**config.mk**
```make
export PLATFORM = sky130hd
export DESIGN_NAME = sdram_port_arbiter
export DESIGN_NICKNAME = d
export VERILOG_FILES = /design/src/rtl/sdram_arb_pkg.sv /design/src/rtl/sdram_arb_select.sv /design/src/rtl/sdram_port_arbiter.sv
export SDC_FILE = /design/constraint.sdc
export NUM_CORES = 1
export LEC_CHECK = 0
export ABC_AREA = 1
export CORE_UTILIZATION = 27
export DETAILED_ROUTE_END_ITERATION = 8
export PLACE_DENSITY_LB_ADDON = 0.05
export SETUP_SLACK_MARGIN = 0.02
export SYNTH_ARGS = -nofsm -noshare
export SYNTH_HDL_FRONTEND = slang
export SYNTH_SLANG_ARGS = --single-unit
```
**constraint.sdc**
```tcl
create_clock -name clk -period 5.8 [get_ports clk]
set_input_delay 1.16 -clock clk [delete_from_list [all_inputs] [get_ports clk]]
set_output_delay 1.16 -clock clk [all_outputs]
set_load 0.01 [all_outputs]
```
**src/rtl/sdram_arb_pkg.sv**
```systemverilog
// Shared types and constants for the three-port SDRAM command-port arbiter.
package sdram_arb_pkg;

    localparam int NUM_PORTS = 3;

    typedef logic [1:0] port_idx_t;

    localparam port_idx_t PORT_VGA = 2'd0;
    localparam port_idx_t PORT_CPU = 2'd1;
    localparam port_idx_t PORT_AUX = 2'd2;

    typedef enum logic [1:0] {
        IDLE    = 2'd0,
        ISSUE   = 2'd1,
        RESPOND = 2'd2
    } state_t;

    // One-hot ack vector for a granted port index; index 3 never occurs.
    function automatic logic [NUM_PORTS-1:0] port_onehot(input port_idx_t idx);
        logic [NUM_PORTS-1:0] oh;
        oh = '0;
        case (idx)
            PORT_VGA: oh = 3'b001;
            PORT_CPU: oh = 3'b010;
            PORT_AUX: oh = 3'b100;
            default:  oh = '0;
        endcase
        return oh;
    endfunction

endpackage

```
**src/rtl/sdram_arb_select.sv**
```systemverilog
// Combinational winner selection: port 0 fixed priority with starvation guard,
// ports 1 and 2 round-robin.
module sdram_arb_select
    import sdram_arb_pkg::*;
#(
    parameter int STARVE_LIMIT = 8,
    parameter int CNT_W        = $clog2(STARVE_LIMIT + 1)
) (
    input  logic [NUM_PORTS-1:0] req,
    input  logic [CNT_W-1:0]     starve_cnt,
    input  port_idx_t            rr_last,
    output port_idx_t            grant,
    output logic                 grant_valid
);

    logic others;
    logic starved;

    always_comb begin
        others      = req[PORT_CPU] | req[PORT_AUX];
        starved     = int'(starve_cnt) >= STARVE_LIMIT;
        grant_valid = |req;
        grant       = PORT_VGA;
        if (req[PORT_VGA] && (!starved || !others)) begin
            grant = PORT_VGA;
        end else if (rr_last == PORT_CPU) begin
            // Port 2 is next in turn; fall back to port 1 if it is idle.
            grant = req[PORT_AUX] ? PORT_AUX : PORT_CPU;
        end else begin
            grant = req[PORT_CPU] ? PORT_CPU : PORT_AUX;
        end
    end

endmodule

```
**src/rtl/sdram_port_arbiter.sv**
```systemverilog
// Shares the SDRAM controller command port between VGA DMA, CPU and aux DMA;
// one single-word transaction outstanding at a time.
module sdram_port_arbiter
    import sdram_arb_pkg::*;
#(
    parameter int ADDR_WIDTH   = 24,
    parameter int DATA_WIDTH   = 16,
    parameter int STARVE_LIMIT = 8
) (
    input  logic                  clk,
    input  logic                  reset_in,

    input  logic                  p0_req,
    input  logic                  p0_wr,
    input  logic [ADDR_WIDTH-1:0] p0_addr,
    input  logic [DATA_WIDTH-1:0] p0_wdata,
    input  logic [1:0]            p0_bytesel,
    output logic                  p0_ack,

    input  logic                  p1_req,
    input  logic                  p1_wr,
    input  logic [ADDR_WIDTH-1:0] p1_addr,
    input  logic [DATA_WIDTH-1:0] p1_wdata,
    input  logic [1:0]            p1_bytesel,
    output logic                  p1_ack,

    input  logic                  p2_req,
    input  logic                  p2_wr,
    input  logic [ADDR_WIDTH-1:0] p2_addr,
    input  logic [DATA_WIDTH-1:0] p2_wdata,
    input  logic [1:0]            p2_bytesel,
    output logic                  p2_ack,

    output logic [DATA_WIDTH-1:0] rdata,

    output logic                  mem_req,
    output logic                  mem_wr,
    output logic [ADDR_WIDTH-1:0] mem_addr,
    output logic [DATA_WIDTH-1:0] mem_wdata,
    output logic [1:0]            mem_bytesel,
    input  logic                  mem_ack,
    input  logic [DATA_WIDTH-1:0] mem_rdata
);

    localparam int CNT_W = $clog2(STARVE_LIMIT + 1);

    state_t               state;
    state_t               next_state;
    port_idx_t            g;
    port_idx_t            rr_last;
    logic [CNT_W-1:0]     starve_cnt;
    logic [NUM_PORTS-1:0] ack;

    logic [NUM_PORTS-1:0] req;
    port_idx_t            grant;
    logic                 grant_valid;
    logic                 others;

    logic                  sel_wr;
    logic [ADDR_WIDTH-1:0] sel_addr;
    logic [DATA_WIDTH-1:0] sel_wdata;
    logic [1:0]            sel_bytesel;

    assign req    = {p2_req, p1_req, p0_req};
    assign others = p1_req | p2_req;

    sdram_arb_select #(
        .STARVE_LIMIT (STARVE_LIMIT),
        .CNT_W        (CNT_W)
    ) u_select (
        .req         (req),
        .starve_cnt  (starve_cnt),
        .rr_last     (rr_last),
        .grant       (grant),
        .grant_valid (grant_valid)
    );

    always_comb begin
        sel_wr      = p0_wr;
        sel_addr    = p0_addr;
        sel_wdata   = p0_wdata;
        sel_bytesel = p0_bytesel;
        case (grant)
            PORT_CPU: begin
                sel_wr      = p1_wr;
                sel_addr    = p1_addr;
                sel_wdata   = p1_wdata;
                sel_bytesel = p1_bytesel;
            end
            PORT_AUX: begin
                sel_wr      = p2_wr;
                sel_addr    = p2_addr;
                sel_wdata   = p2_wdata;
                sel_bytesel = p2_bytesel;
            end
            default: ;
        endcase
    end

    always_ff @(posedge clk) begin
        if (reset_in) begin
            state <= IDLE;
        end else begin
            state <= next_state;
        end
    end

    always_comb begin
        next_state = state;
        case (state)
            IDLE:    if (grant_valid) next_state = ISSUE;
            ISSUE:   if (mem_ack)     next_state = RESPOND;
            RESPOND: next_state = IDLE;
            default: next_state = IDLE;
        endcase
    end

    always_ff @(posedge clk) begin
        if (reset_in) begin
            g           <= PORT_VGA;
            rr_last     <= PORT_AUX;
            starve_cnt  <= '0;
            ack         <= '0;
            rdata       <= '0;
            mem_req     <= 1'b0;
            mem_wr      <= 1'b0;
            mem_addr    <= '0;
            mem_wdata   <= '0;
            mem_bytesel <= '0;
        end else begin
            ack <= '0;
            if (state == IDLE && grant_valid) begin
                g           <= grant;
                mem_req     <= 1'b1;
                mem_wr      <= sel_wr;
                mem_addr    <= sel_addr;
                mem_wdata   <= sel_wdata;
                mem_bytesel <= sel_bytesel;
                // Count port-0 wins only while someone else is waiting.
                if (grant == PORT_VGA) begin
                    if (others) begin
                        if (starve_cnt != CNT_W'(STARVE_LIMIT)) begin
                            starve_cnt <= starve_cnt + CNT_W'(1);
                        end
                    end else begin
                        starve_cnt <= '0;
                    end
                end else begin
                    starve_cnt <= '0;
                    rr_last    <= grant;
                end
            end
            if (state == ISSUE && mem_ack) begin
                mem_req <= 1'b0;
                ack     <= port_onehot(g);
                if (!mem_wr) begin
                    rdata <= mem_rdata;
                end
            end
        end
    end

    assign p0_ack = ack[PORT_VGA];
    assign p1_ack = ack[PORT_CPU];
    assign p2_ack = ack[PORT_AUX];

endmodule
```
==> impl_results.md <==
* Mux share of post-synthesis cell area at 0%
* Startpoint Class: input pin
* Clock latency on the worst-skew pair at about 0.34 ns
* Type of the worst setup path: in -> reg
* Nature of the critical path endpoint: flop
* Largest net degree at the start of global routing at between 60 and 70
* Initial DRC count at roughly 150
* Fmax at between 200 and 300 MHz
* Compound-Gate Fraction of Synth Area at ~15%
* Number of I/O port buffers at around 210
* Ant. Diodes at 0
* Total power at between 1.5 and 2 mW
* Synth cell count leaders: nand2_1, nor2_1, dfxtp_1, inv_1, o21ai_0
* Area Overhead vs Synth at 65.5%
* CTS sink count at 73
* #FFs+latches synth at between 70 and 80
* Max-Slew Margin vs Limit at about a quarter
* CORE AREA at roughly 13000 sq um
* Clock buffer depth at 2
* Xor/xnor share of the synthesized area at 0%
* # IOs at around 210
* Die ar. at approximately 14000 sq um
* Tmin final at approximately 3.6 ns
* Synthesized area per cell at 6.34 sq um
* GP Congestion at 0.759
* Starting Density at around 28%
* DRC at 0
* Reg2Reg Launch Point: starve_cnt[3]
* WHS Path Cells at 1
* Via count at around 4300
* Hold_ws at approximately 0.46 ns
* Post-Route Utilization at a little under half
* Final net count at slightly above 900
* CTS tree: built
* Setup TNS at 0 ns
* Initial antenna violation count at 0
* Min-delay src: g[0]
* Cell accounting for the most synthesized area: dfxtp_1
* Synth async-reset ratio at 0%
* Vias in the first global route at 4133
* Clk Tree Root Cell: clkbuf_16
* Critical R2R Capture: mem_addr[10]
* Clk_skew at around 0.0042 ns
* Setup ws final at around 2.2 ns
* Simple-gate share of the synthesized area at approximately 32%
* Routed length per instance at ~13 um
* Crit share post-route at around three fifths
* Pwr dens at between 200 and 250 nW/um^2
* Synthesized-area fraction occupied by adder cells at under 10%
* Syn. warnings at 0
* Max Cap Viol at 0
* CTS clk-pin slew, worst paths at 0.06 ns
* Outcome: finished clean
* Post-synth cell types at 22
* Count leader, synth: nand2_1
* Leak Pwr at 2.58 nW
* Routed WL at around 13 mm
* Endpoints failing setup at 0
* Drt pass-1 iters at 4
* CP Data Required Time at about 6 ns
* Part of the Yosys area used for sequential elements at 39.1%
* DP HPWL at ~8.7 mm
* Largest family of logic cells by synthesized area: simple AND/OR/NAND/NOR gates
* Chip Height at between 100 and 150 um
* R2r setup slk at between 3 and 4 ns
* GR Overflow Total at 0
* Final Hold Viols at 0
* Post-CTS Setup Bufs at 0
* Main synth FF type: dfxtp_1
* Inserted Clock Buffers at 9
* Post-route ant nets at 0
* CTS H-Tree Depth at 3
* Cts hold-fix bufs at 0
* First-pass GRT wire length at around 20 mm
* RSZ-0062 raised after global routing: no
* GRT Total Usage at between 10% and 20%
* VDD IR max at 141 uV
* Post-CTS sizing at 0
* Critical path fanouts, max at 41
* Die W at ~120 um
* CP arrival at ~3.8 ns
* Worst Hold Class: reg -> reg
* Post-synth EDFFs at 0
* Synth top area cells: dfxtp_1, nand2_1, nor2_1
* Row count at 42
* Crit path from: p2_req
* Mapped Nets at roughly 740
* Via density at between 4 and 5
* Syn Std Cell Area at ~3700 sq um
* Place WS at around 1.9 ns
* Layout cells sized above 1 at approximately 3.7%
* Slew @ Worst Pin at roughly 1.1 ns
* Top cell type's share of synthesized area at 39.1%
* Synthesized instance count at between 500 and 600
* Worst hold path endpoint: ack[0]
* Reg2reg path depth at 9
* Max Slew Vio Count at 0
==> state kept, by name, indices dropped and copies added, names as in the netlist <==
register / cells
mem_addr: 24
state: 2
mem_wdata: 16
mem_req: 1
g: 2
mem_wr: 1
starve_cnt: 4
rdata: 16
ack: 3
rr_last: 2
mem_bytesel: 2
==> metal layers <==
layer	track usage (%)	up-vias	wire (um)
met5	0	-	0
met4	5.08	0	153
met3	6.18	9	823
met2	32.7	133	6480
met1	20.1	1913	5290
li1	-	2218	-
==> final cells by class <==
type | count | area [sq um]
Clock buffer | 10 | 229
Clock inverter | 6 | 43.8
Fill cell | 1421 | 7170
Inverter | 64 | 240
Multi-Input combinational cell | 413 | 1830
Sequential cell | 73 | 1460
Tap cell | 176 | 220
Timing Repair Buffer | 216 | 2150
==> power by group <==
part	leakage, nW	internal (mW)	switching, mW
clock network	0.121	0.290	0.221
registers	0.602	0.555	0.0264
logic	1.86	0.236	0.212
==> kinds of logic after synthesis <==
family,after synthesis
buf+inv,103
flops,73
compound gates,111
fa+ha+maj,4
simple gates,298
==> per-stage QoR <==
| step | instance area (sq um) | cells |
|---|---|---|
| global route | 6180 | 958 |
| finish | 6180 | 958 |
| detailed placement | 5910 | 942 |
| global placement | 5910 | 942 |
| floorplan | 3730 | 589 |
| CTS | 6180 | 958 |
==> layout by cell type (no fill, tap or decap) <==
master and instances:
ha_1 2, o21ai_2 1, nor2_2 1, clkdlybuf4s50_1 213, dfxtp_1 73, a21oi_1 45
nor3_1 46, nor2_4 1, nor2_1 85, o21a_1 1, inv_2 2, clkinv_2 1
inv_1 62, clkbuf_1 1, buf_4 3, ha_2 2, a21oi_4 1, clkbuf_16 9
o21ai_1 5, clkinvlp_4 4, nand2_1 153, o21ai_0 58, nand2_2 3, inv_6 1
nand3_1 9
==> worst max path at each step <==
stage / to / slack [ns] / depth (start not counted)
after floorplan: mem_addr[10] / 3.14 / 11
after global placement: mem_addr[10] / 1.98 / 10
after detailed placement: mem_addr[23] / 1.88 / 10
after CTS: mem_addr[23] / 2.23 / 10
after global routing: mem_addr[12] / 1.87 / 10
final: mem_addr[10] / 2.21 / 10
==> worst max-delay path, stage by stage <==
cell and delay, ns:
clkdlybuf4s50_1 0.49, o21ai_0 0.29, nand2_1 0.17, nand2_1 0.11, inv_1 0.05, ha_2 0.79
buf_4 0.42, a21oi_1 0.07, nor3_1 0.16, nor2_1 0.07
(Power assumes the default switching activity.)
